--- src/rtl/pipe_stage_chain.sv ---
// Stall/flush-aware register chain: STAGES x {valid, WIDTH data}, registered occupancy.
// Define PIPE_STALL_COUNT_EN to add the saturating 16-bit stall_count output.
module pipe_stage_chain #(
  parameter  int WIDTH     = 32,
  parameter  int STAGES    = 4,
  parameter  int STALL_POS = 1,
  parameter  int FLUSH_POS = 1,
  localparam int OCC_W     = $clog2(STAGES + 1)
) (
  input  logic             clk,
  input  logic             rst,
  input  logic             ena,
  input  logic [WIDTH-1:0] in_data,
  input  logic             in_valid,
  input  logic             stall,
  input  logic             flush,
  output logic [WIDTH-1:0] out_data,
  output logic             out_valid,
  output logic [OCC_W-1:0] occupancy
`ifdef PIPE_STALL_COUNT_EN
  ,
  output logic [15:0]      stall_count
`endif
);

  logic [STAGES-1:0][WIDTH-1:0] data_q, data_d, prev_d;
  logic [STAGES-1:0]            vld_pipe, vld_d, prev_v;

  // Upstream view of every stage: stage 0 sees the input port.
  assign prev_d = {data_q[STAGES-2:0], in_data};
  assign prev_v = {vld_pipe[STAGES-2:0], in_valid};

  function automatic logic [OCC_W-1:0] popcnt(input logic [STAGES-1:0] v);
    logic [OCC_W-1:0] c;
    c = '0;
    for (int i = 0; i < STAGES; i++) c = c + OCC_W'(v[i]);
    return c;
  endfunction

  always_comb begin
    data_d = data_q;
    vld_d  = vld_pipe;
    if (ena) begin
      for (int i = 0; i < STAGES; i++) begin
        data_d[i] = prev_d[i];
        vld_d[i]  = prev_v[i];
        if (stall && i < STALL_POS) begin
          data_d[i] = data_q[i];
          vld_d[i]  = vld_pipe[i];
        end
        // Bubble is forced even if the upstream stage is already empty.
        if (stall && i == STALL_POS) begin
          data_d[i] = '0;
          vld_d[i]  = 1'b0;
        end
        if (flush && i < FLUSH_POS) begin
          data_d[i] = '0;
          vld_d[i]  = 1'b0;
        end
      end
    end
  end

  always_ff @(posedge clk) begin
    if (rst) begin
      data_q    <= '0;
      vld_pipe  <= '0;
      occupancy <= '0;
    end else if (ena) begin
      data_q    <= data_d;
      vld_pipe  <= vld_d;
      occupancy <= popcnt(vld_d);
    end
  end

`ifdef PIPE_STALL_COUNT_EN
  always_ff @(posedge clk) begin
    if (rst)                                      stall_count <= '0;
    else if (ena && stall && stall_count != 16'hFFFF) stall_count <= stall_count + 16'd1;
  end
`endif

  assign out_data  = data_q[STAGES-1];
  assign out_valid = vld_pipe[STAGES-1];

endmodule

--- config.mk ---
export PLATFORM = sky130hd
export DESIGN_NAME = pipe_stage_chain
export DESIGN_NICKNAME = d
export VERILOG_FILES = /design/src/rtl/pipe_stage_chain.sv
export SDC_FILE = /design/constraint.sdc
export NUM_CORES = 1
export LEC_CHECK = 0
export CAP_MARGIN = 20
export CORE_MARGIN = 4
export CORE_UTILIZATION = 25
export DETAILED_ROUTE_END_ITERATION = 8
export HOLD_SLACK_MARGIN = 0.06
export SETUP_SLACK_MARGIN = 0.1
export SLEW_MARGIN = 20
export SYNTH_ARGS = -nofsm -noshare
export SYNTH_HDL_FRONTEND = slang
export SYNTH_SLANG_ARGS = --single-unit
--- constraint.sdc ---
create_clock -name clk -period 2.35 [get_ports clk]
set_input_delay 0.3525 -clock clk [delete_from_list [all_inputs] [get_ports clk]]
set_output_delay 0.3525 -clock clk [all_outputs]
set_load 0.02 [all_outputs]
# Word-level counts from Yosys, hierarchy flattened

Cells that the tools add are included.

Register bits after elaboration: 135
Input port bits: 38
Output and inout bits: 36
Logic and storage cells: 18

Add/subtract/negate cells: 3
Equality and inequality tests: 1
Muxes and demuxes: 7
Reductions and logical operators: 1

Operators by type and width:

| kind                 | count |
|---|---|
| $mux W32             | 3 |
| $mux W4              | 1 |
| $add A2 B1 Y3        | 1 |
| $add A3 B1 Y3        | 1 |
| $mux W1              | 3 |
| $add A1 B1 Y2        | 1 |
| $ne A2 B1 Y1 const B | 1 |
| $reduce_and A2 Y1    | 1 |

# Longest topological paths before layout

Gate-level depths: netlist of the first run.

Depth after elaboration: 6
Gate-level depth with buffers: 11
Depth with buffers taken out: 9

# Worst setup path before layout of the first run

OpenSTA, ideal clock, no wires.

Kind: input port to flip-flop
Start: in ena
End: reg occupancy[1]
Data arrival time: 2.214 ns
Slack: 0.008 ns
Cell stages on the path: 11
Buffers on the path: 2
Path through: buf_2 inv_2 buf_2 nor4b_2 nor2_1 fa_1 inv_1 ha_1 ha_1 mux2i_1 nor2_1

Cells in the longest elaborated chain, start to end: 4

RTL lines:

| what                 | line | RTL |
|---|---|---|
| from (decl)          | 12   | `input logic ena,` |
| $mux W4              | 43   | `if (ena) begin` |
| $add A1 B1 Y2        | 36   | `for (int i = 0; i < STAGES; i++) c = c + OCC_W'(v[i]);` |
| $add A2 B1 Y3        | 36   |  |
| $add A3 B1 Y3        | 36   |  |
| to (signal assigned) | 72   | `occupancy <= popcnt(vld_d);` |
| to (decl)            | 19   | `output logic [OCC_W-1:0] occupancy` |

Parallel ways exist; a longest one is shown, timed or not.
A chain may end at the register's enable or synchronous reset.

# Final worst setup path of the first run

Start: in stall
End: reg occupancy[1]

Cells in the longest elaborated chain, start to end: 6

RTL lines:

| what              | line | RTL |
|---|---|---|
| from (decl)       | 15   | `input logic stall,` |
| $mux W1           | 47   | `if (stall && i < STALL_POS) begin` |
| $mux W1           | 56   | `if (flush && i < FLUSH_POS) begin` |
| $mux W4 (*)       | 43   |  |
| $add A1 B1 Y2 (*) | 36   |  |
| $add A2 B1 Y3 (*) | 36   |  |
| $add A3 B1 Y3 (*) | 36   |  |

Mark *: on every way between the ends. The rest lies on a longest branch, timed or not.

==> out/results.ini, run 1 <==
[pwr]
vdd_ir_drop_max_v=0.000408
power_leakage_uw=0.00249
power.density_nw_per_um2=821

[critical_path]
arrival_ns=2.48
reg2reg_slack_ns=0.52
cpPeakStageDelay_ns=0.56
critPathCaptureType=flop
r2r-end=occupancy[1]
cp_cell_sequence=clkdlybuf4s50_1 -> and2b_4 -> o21a_1 -> nor2_1 -> fa_1 -> inv_1 -> ha_1 -> ha_1 -> mux2i_1 -> nor2_1
crit_type=in2reg
worstPathRequired_ns=2.66
crit_path_start=stall
cpMaxStageDelayCell=clkdlybuf4s50_1
reg2reg_from=vld_pipe[0]
rr_worst_depth=8
critical_path.endpoint=occupancy[1]
critPathMaxFanout=3
cp-start-kind=input port

[clock_tree]
cts_root_buf=clkbuf_16
htreeDepth=4
cts_inserted_buffers=17
cts_tree=built
postCtsHoldBufs=0
clkTransAtPathRegs_ns=0.06
cts_buffer_depth=2
clk_latency_ns=0.42
clock_sinks=135

[placed_design]
pre_cts_ws_ns=-0.268
numPortBuffers=73
gp_congestion=0.739
dp_hpwl_um=6820

[floorplanning]
start_util_pct=25.8
core_area_um2=20500
rows=52
io_pins=74
die_area_um2=23500
die_h_um=153
fp.dieW_um=153

[yosys]
yosys_warnings=0
synth_top_family_by_area=simple AND/OR/NAND/NOR gates
synth_fa_ha_area_share_pct=0.853
muxShareOfSynthArea_pct=13.1
ys_async_sr_fraction_pct=0
ys_types=24
synthSimpleGateAreaFrac_pct=15.1
yosysSeqAreaShare_pct=51.2
synth_xor_area_share_pct=0
syn_area_per_cell_um2=9.50
syn_area_um2=5280
synth-seq-cells=135
synth-edff-count=0
syn-instance-count=556
synth_top_flop_cell=dfxtp_1
synth_nets=597
synth-compound-area-share_pct=10.2

[cells_and_area]
ff_latch_area_um2=2700
diodes=0
layout_common_cells=dfxtp_1 (135), nor2_1 (70), clkdlybuf4s50_1 (70)
nNetsFinal=629
multi_input_area_um2=2080
fillers=2137
final_common_cell=dfxtp_1
areaGrowthSynthToFinish_pct=25.6
drive_above_1_share_pct=10.3

[timing]
setup_viol=0
fin_setup_tns_ns=0
skew_ns=0.00477
hold_violations=0
min_period_over_period_pct=92.2
finalMaxSlewViolations=0
worst_slack_ns=0.183
clock.fmax_mhz=461
worstMarginPinSlew_ns=0.774
slew_headroom_pct=48.4
rsz0062_at_grt=false
period_minus_slack_ns=2.17

[grt]
grt_max_degree=58
grt_usage_pct=10.2
antenna_found_initial=0
grt_pass1_vias=3698
grt_pass1_wl_um=19300
grt_overflow=0

[routing]
first_pass_iters=4
via_per_inst=4.26
routed_wl_um=11500
drt_iter0_markers=152
detail-route-antenna-nets=0
vias=3710
wl_per_cell_um=13.3
drc_errors=0

[hold_path]
whs_path_depth=3
min_path_type=in2reg

[outcome]
status=finished, final reports clean

[job]
max_cap_viol_count=0

## layout make-up
type / count / share of cell area, %
Clock buffer: 18 / 6.47
Clock inverter: 14 / 3.04
Inverter: 4 / 0.226
Multi-Input combinational cell: 342 / 31.4
Sequential cell: 135 / 40.7
Tap cell: 270 / 5.09
Timing Repair Buffer: 88 / 13.1
## worst min path at each step
stage	from	to
6_report	ena	vld_pipe[3]
2_1_floorplan	data_q[32]	data_q[32]
3_5_place_dp	data_q[37]	data_q[37]
4_1_cts	ena	vld_pipe[3]
3_3_place_gp	data_q[41]	data_q[41]
5_1_grt	ena	vld_pipe[3]
## Yosys cell counts (2+ instances only)
library cell	instances	share of area, %
o21a_1	2	0.28
buf_6	6	1.3
nor2_1	70	5.0
nand2_1	65	4.6
inv_1	3	0.21
clkbuf_1	17	1.2
nand3b_1	32	4.5
mux2i_1	68	13
buf_4	40	5.7
buf_2	11	1.0
dfxtp_1	135	51
o21ai_1	32	3.0
ha_1	2	0.47
a21oi_1	55	5.2
a21oi_2	9	1.5
## per-layer routing
metal,wire (um),up-vias,track usage (%)
li1,-,1907,-
met2,4900,63,14.2
met1,6040,1728,14.5
met3,448,12,3.05
met4,161,0,4.29
met5,0,-,0
## critical path: cells and delay by family
family	cells	cell delay (ns)
buf+inv	2	0.60
compound gates	1	0.12
fa+ha+maj	3	0.97
simple gates	3	0.30
mux	1	0.13
## sequential cells by signal, indices dropped and copies added, names as in the netlist
signal and cells:
data_q 96, out_data 32, vld_pipe 4, occupancy 3
## cell families after synthesis
| family | Yosys count |
|---|---|
| multiplexers | 69 |
| AND/OR/NAND/NOR | 171 |
| adder cells (fa/ha/maj) | 3 |
| buffers and inverters | 79 |
| AO/OA/AOI/OAI | 99 |
| flip-flops | 135 |
## per-stage QoR
| stage | utilization, % | total power, uW | area (um^2) | hold slack [ns] | instances |
|---|---|---|---|---|---|
| after floorplan | - | 2550 | 5290 | 0.440 | 556 |
| after global placement | 29.3 | 2670 | 6000 | 0.449 | 839 |
| after detailed placement | 29.3 | 2670 | 6000 | 0.454 | 839 |
| after CTS | 32.4 | 5520 | 6630 | 0.285 | 871 |
| after global routing | 32.4 | 5650 | 6630 | 0.329 | 871 |
| final | 32.4 | 5440 | 6630 | 0.303 | 871 |
## timing repair
item	in CTS	in global routing
setup buffers	0	0
endpoints found under the setup margin	0	1
resized for setup	0	1
## report_power, final
part	internal (uW)	total, uW	switching, uW
clock network	1790	2830	1040
registers	2310	2320	10.6
logic	130	295	165
Note: power is estimated with default switching activity, not from simulation.
==> run 2: changes to the inputs <==
ABC_AREA = 1   (was unset)
==> run 2 against run 1 <==
Against the previous run: sequential share of layout area grew 0.74 points; count of clock-buffer cells in the layout fell by 1; non-clock buffer count down 6; synthesized cell count increased by 27%; sequential cell count did not move; area after synthesis increased by 0.95%; highest routed layer unchanged; fmax is 2.9% higher; design area down 1.8%; total power grew 3.1%.
==> out/results.ini, run 2 <==
[timing]
period_minus_slack_ns=2.11
setup_viol=0
clock.fmax_mhz=475
finalMaxSlewViolations=0
min_period_over_period_pct=89.7
rsz0062_at_grt=false
slew_headroom_pct=27.4
worstMarginPinSlew_ns=1.09
skew_ns=0.00618
hold_violations=0
fin_setup_tns_ns=0

[critical_path]
arrival_ns=2.41
critPathMaxFanout=3
worstPathRequired_ns=2.65
reg2reg_from=vld_pipe[0]
crit_type=in2reg
critPathCaptureType=flop
r2r-end=occupancy[1]
rr_worst_depth=8
reg2reg_slack_ns=0.51
cp-start-kind=input port

[grt]
use_met3_pct=2.45
met1_usage_pct=14.2
busiest_layer=met2
met2_usage_pct=16.4
antenna_found_initial=0
grt_max_degree=125
grt_usage_pct=10.6
grt_pass1_vias=4300
grt_overflow=0
grt_pass1_wl_um=20900

[floorplanning]
rows=53
fp.dieW_um=154
core_area_um2=21000
io_pins=74
die_area_um2=23700
die_h_um=154
start_util_pct=25.4

[yosys]
netlist.top_cell.by_area=dfxtp_1
synth-edff-count=0
yosys_warnings=0
synth_top_flop_cell=dfxtp_1
yosysSeqAreaShare_pct=50.7
ys_async_sr_fraction_pct=0
synth-seq-cells=135
synth_nets=745
yosysMostFrequentCell=nor2_1
synthTopCellsByArea=dfxtp_1 (51%), nor2_1 (16%), o21ai_0 (8.4%)
syn_area_per_cell_um2=7.57
syn-instance-count=704
synth_top_area_share_pct=50.7
yosys-top-cells-count=nor2_1 (233), dfxtp_1 (135), o21ai_0 (89), nand2_1 (71), buf_4 (45)
ys_types=19
syn_area_um2=5330

[cells_and_area]
nNetsFinal=762
largest_reg_flops=96
fin_cells=1009
ff_latch_area_um2=2700
multi_input_area_um2=2050
layout_common_cells=nor2_1 (233), dfxtp_1 (135), o21ai_0 (89)
largest_register=data_q
drive_above_1_share_pct=6.40
final_common_cell=nor2_1
diodes=0
areaGrowthSynthToFinish_pct=22.2
fillers=2271

[routing]
drt_iter0_markers=180
via_per_inst=4.25
vias=4292
first_pass_iters=4
routed_wl_um=12400
detail-route-antenna-nets=0
drc_errors=0
wl_per_cell_um=12.3

[clock_tree]
clkTransAtPathRegs_ns=0.06
postCtsHoldBufs=0
cts_repair_resize_count=0
cts_root_buf=clkbuf_16
cts_setup_buffers=0
cts_tree=built
cts_inserted_buffers=17
clock_sinks=135
htreeDepth=4
cts_buffer_depth=2
clk_latency_ns=0.41

[hold_path]
min_path_type=in2reg
min_from=ena
whs_path_depth=3
hold_end=vld_pipe[2]

[placed_design]
dp_cells=977
dp_hpwl_um=7200
numPortBuffers=73
gp_congestion=0.767

[pwr]
vdd_ir_drop_max_v=0.000468
switchingPower_uw=1520
power.density_nw_per_um2=861
power_leakage_uw=0.00267
switching_share_pct=27.2
pwr-share-clk_pct=44.6
p_comb_share_pct=10.8
power.internal_uw=4090
seqPwrFrac_pct=44.6

[job]
max_cap_viol_count=0

[outcome]
status=finished, final reports clean

## run 2: worst max path at each step
stage | startpoint | cells after the start | endpoint
floorplan | ena | 10 | occupancy[1]
global placement | stall | 11 | occupancy[1]
detailed placement | stall | 11 | occupancy[1]
CTS | stall | 11 | occupancy[1]
global route | stall | 11 | occupancy[1]
finish | stall | 11 | occupancy[1]
## run 2: metrics by stage
stage,cell area (um^2),setup WS (ns),power [uW],hold slack (ns),util (%)
after floorplan,5330,0.290,2980,0.422,-
after global placement,5950,-0.140,3160,0.459,28.3
after detailed placement,5950,-0.191,3170,0.463,28.3
after CTS,6510,0.252,5700,0.317,31.0
after global routing,6510,0.134,5880,0.342,31.0
final,6510,0.243,5610,0.331,31.0
## run 2: per-layer routing
| layer | part of all wire [%] | wire length (um) |
|---|---|---|
| met1 | 52 | 6480 |
| met2 | 43 | 5300 |
| met3 | 3.4 | 425 |
| met4 | 1.7 | 213 |
| met5 | 0 | 0 |
## run 2: power by group through the flow
stage / clock network, uW / registers [uW] / logic (uW)
6_report: 2500 / 2500 / 605
5_1_grt: 2680 / 2520 / 686
4_1_cts: 2570 / 2500 / 617
3_5_place_dp: 0 / 2550 / 612
3_3_place_gp: 0 / 2550 / 610
2_1_floorplan: 0 / 2540 / 443
## run 2: kinds of logic (layout without fill, tap and decap cells)
kind of cell,after synthesis,after routing,share of synthesized area (%)
AO/OA/AOI/OAI,135,135,12.7
AND/OR/NAND/NOR,340,340,24.9
buffers and inverters,91,121,10.9
flip-flops,135,135,50.7
adder cells (fa/ha/maj),3,3,0.845
## run 2: final cells by class
class | count | area share [%]
Clock buffer | 17 | 6.53
Clock inverter | 15 | 2.06
Sequential cell | 135 | 41.5
Timing Repair Buffer | 82 | 12.8
Inverter | 7 | 0.442
Multi-Input combinational cell | 478 | 31.4
Tap cell | 275 | 5.28
## run 2: critical path, stage by stage
cell,delay (ns)
clkdlybuf4s50_1,0.51
nand2_2,0.07
nand2_1,0.07
nand2_1,0.06
and2_1,0.15
fa_1,0.53
inv_1,0.04
ha_1,0.17
ha_1,0.27
nor2_1,0.10
nor2_1,0.07
